File: config.mk
export PLATFORM = sky130hd
export DESIGN_NAME = fetch_prefetch_buffer
export DESIGN_NICKNAME = d
export VERILOG_FILES = /design/src/rtl/fetch_pkg.sv /design/src/rtl/prefetch_fifo.sv /design/src/rtl/fetch_prefetch_buffer.sv
export SDC_FILE = /design/constraint.sdc
export NUM_CORES = 1
export LEC_CHECK = 0
export CAP_MARGIN = 10
export CORE_AREA = 2 2 116 231
export CTS_CLUSTER_DIAMETER = 50
export CTS_CLUSTER_SIZE = 16
export DETAILED_ROUTE_END_ITERATION = 7
export DIE_AREA = 0 0 118 233
export HOLD_SLACK_MARGIN = 0.12
export PLACE_DENSITY = 0.73
export SLEW_MARGIN = 10
export SYNTH_ARGS = -nofsm -noshare
export SYNTH_HDL_FRONTEND = slang
export SYNTH_HIERARCHICAL = 1
export SYNTH_SLANG_ARGS = --single-unit
File: constraint.sdc
create_clock -name clk -period 5.76 [get_ports clk]
set_input_delay 1.44 -clock clk [delete_from_list [all_inputs] [get_ports clk]]
set_output_delay 1.44 -clock clk [all_outputs]
set_load 0.03 [all_outputs]
File: src/rtl/fetch_pkg.sv
// Shared types and widths for the fetch front end: FSM states and the
// {pc, instruction} entry held in the prefetch FIFO.
package fetch_pkg;

   localparam int unsigned WORD_BYTES = 4;
   localparam int unsigned PC_W       = 32;
   localparam int unsigned INSTR_W    = 32;

   typedef enum logic [1:0] {
      IDLE,
      WAIT,
      DISCARD
   } fetch_state_t;

   typedef struct packed {
      logic [PC_W-1:0]    pc;
      logic [INSTR_W-1:0] instr;
   } fetch_entry_t;

endpackage

File: src/rtl/prefetch_fifo.sv
// Ring buffer of fetched {pc, instruction} entries; clear beats push and pop.
// Head reads as zero while empty.
module prefetch_fifo
   import fetch_pkg::*;
#(
   parameter int unsigned DEPTH = 4,
   localparam int unsigned PTR_W = $clog2(DEPTH),
   localparam int unsigned CNT_W = PTR_W + 1
) (
   input  logic             clk,
   input  logic             reset,
   input  logic             push,
   input  fetch_entry_t     wr_data,
   input  logic             pop,
   input  logic             clear,
   output fetch_entry_t     rd_data,
   output logic [CNT_W-1:0] count
);

   fetch_entry_t     mem [DEPTH];
   logic [PTR_W-1:0] rd_ptr;
   logic [PTR_W-1:0] wr_ptr;

   // DEPTH is a power of two, so the pointers wrap naturally
   always_ff @(posedge clk or posedge reset) begin
      if (reset) begin
         rd_ptr <= '0;
         wr_ptr <= '0;
         count  <= '0;
      end else if (clear) begin
         rd_ptr <= '0;
         wr_ptr <= '0;
         count  <= '0;
      end else begin
         if (push) wr_ptr <= wr_ptr + PTR_W'(1);
         if (pop)  rd_ptr <= rd_ptr + PTR_W'(1);
         count <= count + CNT_W'(push) - CNT_W'(pop);
      end
   end

   always_ff @(posedge clk) begin
      if (push && !clear) mem[wr_ptr] <= wr_data;
   end

   assign rd_data = (count != '0) ? mem[rd_ptr] : '0;

endmodule

File: src/rtl/fetch_prefetch_buffer.sv
// Sequential instruction fetch with one outstanding memory request, a prefetch
// FIFO toward decode and branch redirect. Define FETCH_PERF_EN for perf counters.
module fetch_prefetch_buffer
   import fetch_pkg::*;
#(
   parameter logic [PC_W-1:0] RESET_PC = 32'h0000_0000,
   parameter int unsigned     DEPTH    = 4
) (
   input  logic               clk,
   input  logic               reset,
   output logic               imem_req,
   output logic [PC_W-1:0]    imem_addr,
   input  logic               imem_valid,
   input  logic [INSTR_W-1:0] imem_data,
   input  logic               flush,
   input  logic [PC_W-1:0]    flush_pc,
   output logic               out_valid,
   input  logic               out_ready,
   output logic [INSTR_W-1:0] out_instruction,
   output logic [PC_W-1:0]    out_pc
`ifdef FETCH_PERF_EN
   ,
   output logic [31:0]        perf_fetched,
   output logic [31:0]        perf_flushed
`endif
);

   localparam int unsigned CNT_W = $clog2(DEPTH) + 1;

   fetch_state_t     state;
   fetch_state_t     state_nxt;
   logic [PC_W-1:0]  fetch_pc;
   logic             issue;
   logic             push;
   logic             pop;
   logic [CNT_W-1:0] count;
   logic [CNT_W:0]   count_after;
   fetch_entry_t     head;
   fetch_entry_t     wr_entry;

   assign pop         = out_valid && out_ready && !flush;
   assign count_after = {1'b0, count} + (CNT_W+1)'(1) - (CNT_W+1)'(pop);

   // Issue/accept decisions; a slot is reserved at issue so a push never overflows
   always_comb begin
      state_nxt = state;
      issue     = 1'b0;
      push      = 1'b0;
      unique case (state)
         IDLE: begin
            if (!flush && (count < CNT_W'(DEPTH))) begin
               issue     = 1'b1;
               state_nxt = WAIT;
            end
         end
         WAIT: begin
            if (flush) begin
               state_nxt = imem_valid ? IDLE : DISCARD;
            end else if (imem_valid) begin
               push = 1'b1;
               if (count_after < (CNT_W+1)'(DEPTH)) issue = 1'b1;
               else                                  state_nxt = IDLE;
            end
         end
         DISCARD: begin
            if (imem_valid) state_nxt = IDLE;
         end
         default: state_nxt = IDLE;
      endcase
   end

   always_ff @(posedge clk or posedge reset) begin
      if (reset) begin
         state    <= IDLE;
         fetch_pc <= RESET_PC;
      end else begin
         state <= state_nxt;
         if (flush)      fetch_pc <= flush_pc & ~PC_W'(WORD_BYTES - 1);
         else if (issue) fetch_pc <= fetch_pc + PC_W'(WORD_BYTES);
      end
   end

   assign imem_req  = issue && !reset;
   assign imem_addr = fetch_pc;

   // In WAIT without flush, fetch_pc has already advanced one word past the request
   assign wr_entry = '{pc: fetch_pc - PC_W'(WORD_BYTES), instr: imem_data};

   prefetch_fifo #(
      .DEPTH (DEPTH)
   ) u_fifo (
      .clk     (clk),
      .reset   (reset),
      .push    (push),
      .wr_data (wr_entry),
      .pop     (pop),
      .clear   (flush),
      .rd_data (head),
      .count   (count)
   );

   assign out_valid       = (count != '0);
   assign out_instruction = head.instr;
   assign out_pc          = head.pc;

`ifdef FETCH_PERF_EN
   always_ff @(posedge clk or posedge reset) begin
      if (reset) begin
         perf_fetched <= '0;
         perf_flushed <= '0;
      end else begin
         if (push)  perf_fetched <= perf_fetched + 32'd1;
         if (flush) perf_flushed <= perf_flushed + 32'd1;
      end
   end
`endif

endmodule
# After elaboration in Yosys (flattened, before gate mapping)

Memories as Yosys holds them, arrays and structs flattened.
Cells that the tools add are included.

Logic and storage cells: 60
Register bits after elaboration: 41
Bits in writable memories: 256
Bits of input ports: 69
Memories: 1
Output and inout port bits: 98

Add/subtract/negate cells: 8
$lt $le $gt $ge: 2
Muxes and demuxes: 25
Reductions and logical operators: 13
Equality and inequality tests: 6

Memory list:

| name       | depth | bits a word | rd ports | clocked after Yosys merged registers in | write ports | RTL line            | source |
|---|---|---|---|---|---|---|---|
| u_fifo.mem | 4     | 64          | 1        | 0                                       | 1           | prefetch_fifo.sv:20 | `fetch_entry_t mem [DEPTH];` |

Operators by type and width:

| operator                                                                     | count |
|---|---|
| 32-bit two-way mux                                                           | 2 |
| 64-bit two-way mux                                                           | 1 |
| 32-bit by 3-bit adder with 32-bit output, second input constant              | 1 |
| 32-bit by 3-bit subtractor with 32-bit output, second input constant         | 1 |
| 2-bit two-way mux                                                            | 10 |
| 1-bit two-way mux                                                            | 9 |
| 3-bit != test, second input constant                                         | 2 |
| 2-bit case mux with 3 select lines                                           | 1 |
| 2-bit nonzero test                                                           | 3 |
| 1-bit logical AND                                                            | 5 |
| 2-bit by 1-bit adder with 2-bit output, second input constant                | 2 |
| 3-bit by 1-bit adder with 4-bit output, second input constant                | 1 |
| 4-bit by 3-bit less-than comparator with 1-bit output, second input constant | 1 |
| 2-bit != test, second input constant                                         | 2 |
| 4-bit AND reduction                                                          | 1 |
| 4-bit by 1-bit subtractor with 4-bit output                                  | 1 |
| 3-bit by 1-bit adder with 3-bit output                                       | 1 |
| 3-bit less-than comparator, second input constant                            | 1 |
| 3-bit two-way mux                                                            | 1 |
| 3-bit nonzero test                                                           | 1 |
| 3-bit by 1-bit subtractor with 3-bit output                                  | 1 |
| 2-bit by 1-bit equality test with 1-bit output, second input constant        | 1 |
| 2-bit equality test, second input constant                                   | 1 |
| 1-bit zero test                                                              | 2 |
| other kinds (2)                                                              | 2 |

# Logic depth before layout (Yosys ltp)

Depth after elaboration: 11
Depth in mapped cells: 10
Mapped depth without buffers: 9

# Cells and area by module

Netlist, hierarchy kept.

Modules (own cells, without submodules):

| module                | cells an instance | times used | area an instance (µm²) |
|---|---|---|---|
| prefetch_fifo         | 445               | 1          | 10124.7 |
| fetch_prefetch_buffer | 320               | 1          | 2611.3 |

# Worst setup path before layout

Ideal clock, no wire load.

Kind: input-to-output
Start: input port flush
End: output port imem_req
Arrival: 2988 ps
Setup slack: 1332 ps
Required time: 4320 ps
Cell stages on the path: 6
Path through: clkbuf_1 nand2b_1 a311oi_2 o21ai_0 clkbuf_1 nor2_1

Cells in the longest elaborated chain, start to end: 9
Elaborated cells on any way between the ends: 11

Ends and longest elaborated chain:

| element                                               | RTL line                                                 | source |
|---|---|---|
| start, declared                                       | fetch_prefetch_buffer.sv:15                              | `input logic flush,` |
| 1-bit zero test                                       | fetch_prefetch_buffer.sv:41, fetch_prefetch_buffer.sv:51 |  |
| 1-bit logical AND                                     | fetch_prefetch_buffer.sv:41                              | `assign pop = out_valid && out_ready && !flush;` |
| 4-bit by 1-bit subtractor with 4-bit output           | fetch_prefetch_buffer.sv:42                              | `assign count_after = {1'b0, count} + (CNT_W+1)'(1) - (CNT_W+1)'(pop);` |
| 4-bit by 3-bit less-than comparator with 1-bit output | fetch_prefetch_buffer.sv:61                              | `if (count_after < (CNT_W+1)'(DEPTH)) issue = 1'b1;` |
| 1-bit two-way mux                                     | fetch_prefetch_buffer.sv:61                              |  |
| 1-bit two-way mux                                     | fetch_prefetch_buffer.sv:59                              | `end else if (imem_valid) begin` |
| 1-bit two-way mux                                     | fetch_prefetch_buffer.sv:57                              | `if (flush) begin` |
| 1-bit case mux with 2 select lines (*)                | fetch_prefetch_buffer.sv:49                              | `unique case (state)` |
| 1-bit logical AND (*)                                 | fetch_prefetch_buffer.sv:83                              | `assign imem_req = issue && !reset;` |
| end, declared                                         | fetch_prefetch_buffer.sv:11                              | `output logic imem_req,` |

Every way passes the cells marked *; elsewhere a longest branch is shown, timed or not.

# Final worst setup path

Same ends and word-level chain as after synthesis.

==> impl_metrics.ini <==
[run_status]
status = finished clean

[logic_synthesis]
synth_edf_count = 256
avgSynthCellArea_um2 = 16.6
ys_seq_area_share_pct = 68.0
yosys_warnings = 6
synth_top_area_cell = edfxtp_1
postSynthCellCount = 765
synthArstFlopShare_pct = 13.2
syn_area_mm2 = 0.0127
synth_area_leaders = edfxtp_1 (60%), mux4_2 (11%), dfrtp_1 (7.7%)
ys_types = 61
synth_top_area_share_pct = 60.4
ys_ff_latch = 295
synth_top_flop_cell = edfxtp_1

[setup_path]
rr_startpoint = imem_addr[3]
cp.required_ns = 4.32
crit_path_max_fanout = 6
ff2ff_path_depth = 6
crit_family = buffers and inverters
crit_buf_inv = 2
start_kind = input pin
r2r_setup_slack_ns = 2.75
cp_slowest_cell = clkdlybuf4s50_1
slowest_delay_ns = 0.67
worstPathCellList = clkdlybuf4s50_1 -> nand2b_1 -> a311oi_2 -> o21ai_0 -> nor2_1 -> clkdlybuf4s50_1
r2r_end = imem_addr[16]
crit_arrival_ns = 3.66
crit_cells = 6
cpMostUsedCell = clkdlybuf4s50_1
setup.worst_path.class = in -> out
crit_path_end_kind = primary output

[sta]
tns_ns = 0
setup_viol = 0
rsz0062_at_grt = false
max_slew.worst_pin.slew_ns = 1.15
fin_skew_ns = 0.00971
finalMaxSlewViolations = 0
final.min_clock_period_ns = 5.10
slew_headroom_pct = 22.9
timing.final.hold_violations = 0
period_share_pct = 88.5
worst_slack_ns = 0.661
max_freq_ghz = 0.196

[cts]
ctsHoldBuffers = 0
clock_latency_ns = 0.51
clock_sink_count = 295
clk_pin_slew_ns = 0.07
htree_levels = 1
cts_root_buffer = clkbuf_16
numCtsBuffers = 22
cts_tree = done
cts_resized = 0
post-cts-setup-buffers = 0
clk_path_buf_depth = 3

[detailed_routing]
drt-initial-drc-count = 518
vias = 7133
wire_per_inst_um = 20.5
avgViaCountPerCell = 5.60
drtAntennaViolNets = 0
drt_first_pass_iters = 5
drt-total-wl_um = 26200
drc = 0

[grt]
grt_pass1_wl_um = 40300
antenna_found_initial = 0
grt_pass1_vias = 7292
grt_overflow_total = 0
grt_max_degree = 65
grtUsageTotal_pct = 19.2

[pwr]
p_comb_share_pct = 30.6
vdd_drop_max_uv = 236
power.switching_w = 0.00181
intPower_w = 0.00392
p_clk_share_pct = 25.2
seqPwrFrac_pct = 44.2
p_leak_nw = 4.94
fin_total_pwr_w = 0.00574
switching_share_pct = 31.6
p_per_area_mw_per_mm2 = 376

[placement]
place_ws_ns = 0.680
hpwl_um = 16800
place_congestion = 0.894
dp.cells = 1233
port-buffer-count = 162

[die]
die_h_um = 233
start_util_pct = 49.7
fp-row-count = 83
ios = 167
die_x_um = 118
core-area_mm2 = 0.0257
dieArea_mm2 = 0.0275

[layout]
layout-drive-gt1-share_pct = 13.1
finalNetCount = 995
instances_no_fill = 1273
n_antenna_cell = 0
utilization_pct = 59.5
syn_to_final_growth_pct = 19.8

[worst_hold_path]
hold_path_startpoint = u_fifo/wr_ptr[1]
hold_depth = 2
hold_path.class = reg -> reg
worstHoldEndpoint = u_fifo/wr_ptr[1]

[job]
drv_cap = 0
## flip-flops by register name, indices dropped and copies added (netlist names)
name	flops
u_fifo/mem	256
state	2
u_fifo/count	3
u_fifo/wr_ptr	2
imem_addr	30
u_fifo/rd_ptr	2
## cells in the final DEF (no fill, tap or decap), types with 10 or more instances in the layout
master | synthesis | routed
edfxtp_1 | 256 | 256
clkdlybuf4s50_1 | 0 | 162
and2_1 | 69 | 65
mux4_2 | 64 | 64
nand2_1 | 47 | 47
dfrtp_1 | 39 | 37
nor2_1 | 27 | 27
o311ai_0 | 27 | 27
clkbuf_16 | 0 | 23
xor2_1 | 20 | 20
inv_1 | 18 | 18
nand3_1 | 16 | 16
clkbuf_1 | 27 | 15
xnor2_1 | 12 | 12
nor3_1 | 11 | 11
conb_1 | 1 | 10
## power by group through the flow
stage / clock network [W] / registers [W] / logic [W]
2_1_floorplan: 0 / 0.00255 / 0.00110
3_3_place_gp: 0 / 0.00258 / 0.00177
3_5_place_dp: 0 / 0.00258 / 0.00179
4_1_cts: 0.00149 / 0.00254 / 0.00180
5_1_grt: 0.00156 / 0.00255 / 0.00187
6_report: 0.00145 / 0.00254 / 0.00175
## layer usage
layer | wire, um | share of wire (%) | global-route usage [%] | vias to the layer above
met1 | 9430 | 36 | 21.3 | 3588
met4 | 1130 | 4.3 | 8.77 | 0
met5 | 0 | 0 | 0 | -
li1 | - | - | - | 3270
met3 | 1070 | 4.1 | 2.06 | 53
met2 | 14500 | 56 | 36.5 | 222
## worst register-to-register path, stage by stage, from the launching register on
cell and delay (ns):
dfrtp_1 0.48, ha_1 0.24, nand2_1 0.09, nor3_1 0.94, o211ai_1 0.55, o31a_1 0.42, a221oi_1 0.20
## worst max path at each step
stage	start	end	slack (ns)
floorplan	flush	imem_req	1.33
global placement	flush	imem_req	0.66
detailed placement	flush	imem_req	0.68
CTS	flush	imem_req	0.65
global route	flush	imem_req	0.53
finish	flush	imem_req	0.66
## layout make-up
cell class              count  area, um^2
fillers                  2049       10400
flip-flops and latches    295        8670
multi-input cells         410        3740
clock inverters             1        8.76
well taps                 340         425
inverters                  18        67.6
repair buffers            170        1710
clock buffers              39         646
## synthesized netlist by cell type (6+ instances only)
| library cell | n |
|---|---|
| or2_2 | 6 |
| or3_1 | 10 |
| nor3_1 | 11 |
| edfxtp_1 | 256 |
| or4_1 | 9 |
| inv_1 | 18 |
| and2_1 | 69 |
| nand2_1 | 47 |
| xnor2_1 | 12 |
| nand3_1 | 16 |
| mux4_2 | 64 |
| nor2_1 | 27 |
| o21ai_0 | 7 |
| o311ai_0 | 27 |
| xor2_1 | 20 |
| clkbuf_1 | 27 |
| dfrtp_1 | 39 |
| buf_2 | 10 |
| ha_1 | 8 |
## kinds of logic after synthesis
family | count (synthesis) | synth area share (%)
AO/OA/AOI/OAI | 65 | 4.23
XOR/XNOR | 33 | 2.38
buffers and inverters | 69 | 3.00
adder cells (fa/ha/maj) | 9 | 0.943
multiplexers | 66 | 11.5
AND/OR/NAND/NOR | 227 | 9.91
other | 1 | 0.0294
flip-flops | 295 | 68.0
## per-stage QoR
| step | area [um^2] | hold slack [ns] |
|---|---|---|
| 6_report | 15300 | 0.596 |
| 2_1_floorplan | 12800 | 0.538 |
| 3_5_place_dp | 14600 | 0.585 |
| 3_3_place_gp | 14600 | 0.573 |
| 4_1_cts | 15300 | 0.602 |
| 5_1_grt | 15300 | 0.661 |
Note: power is estimated with default switching activity, not from simulation.
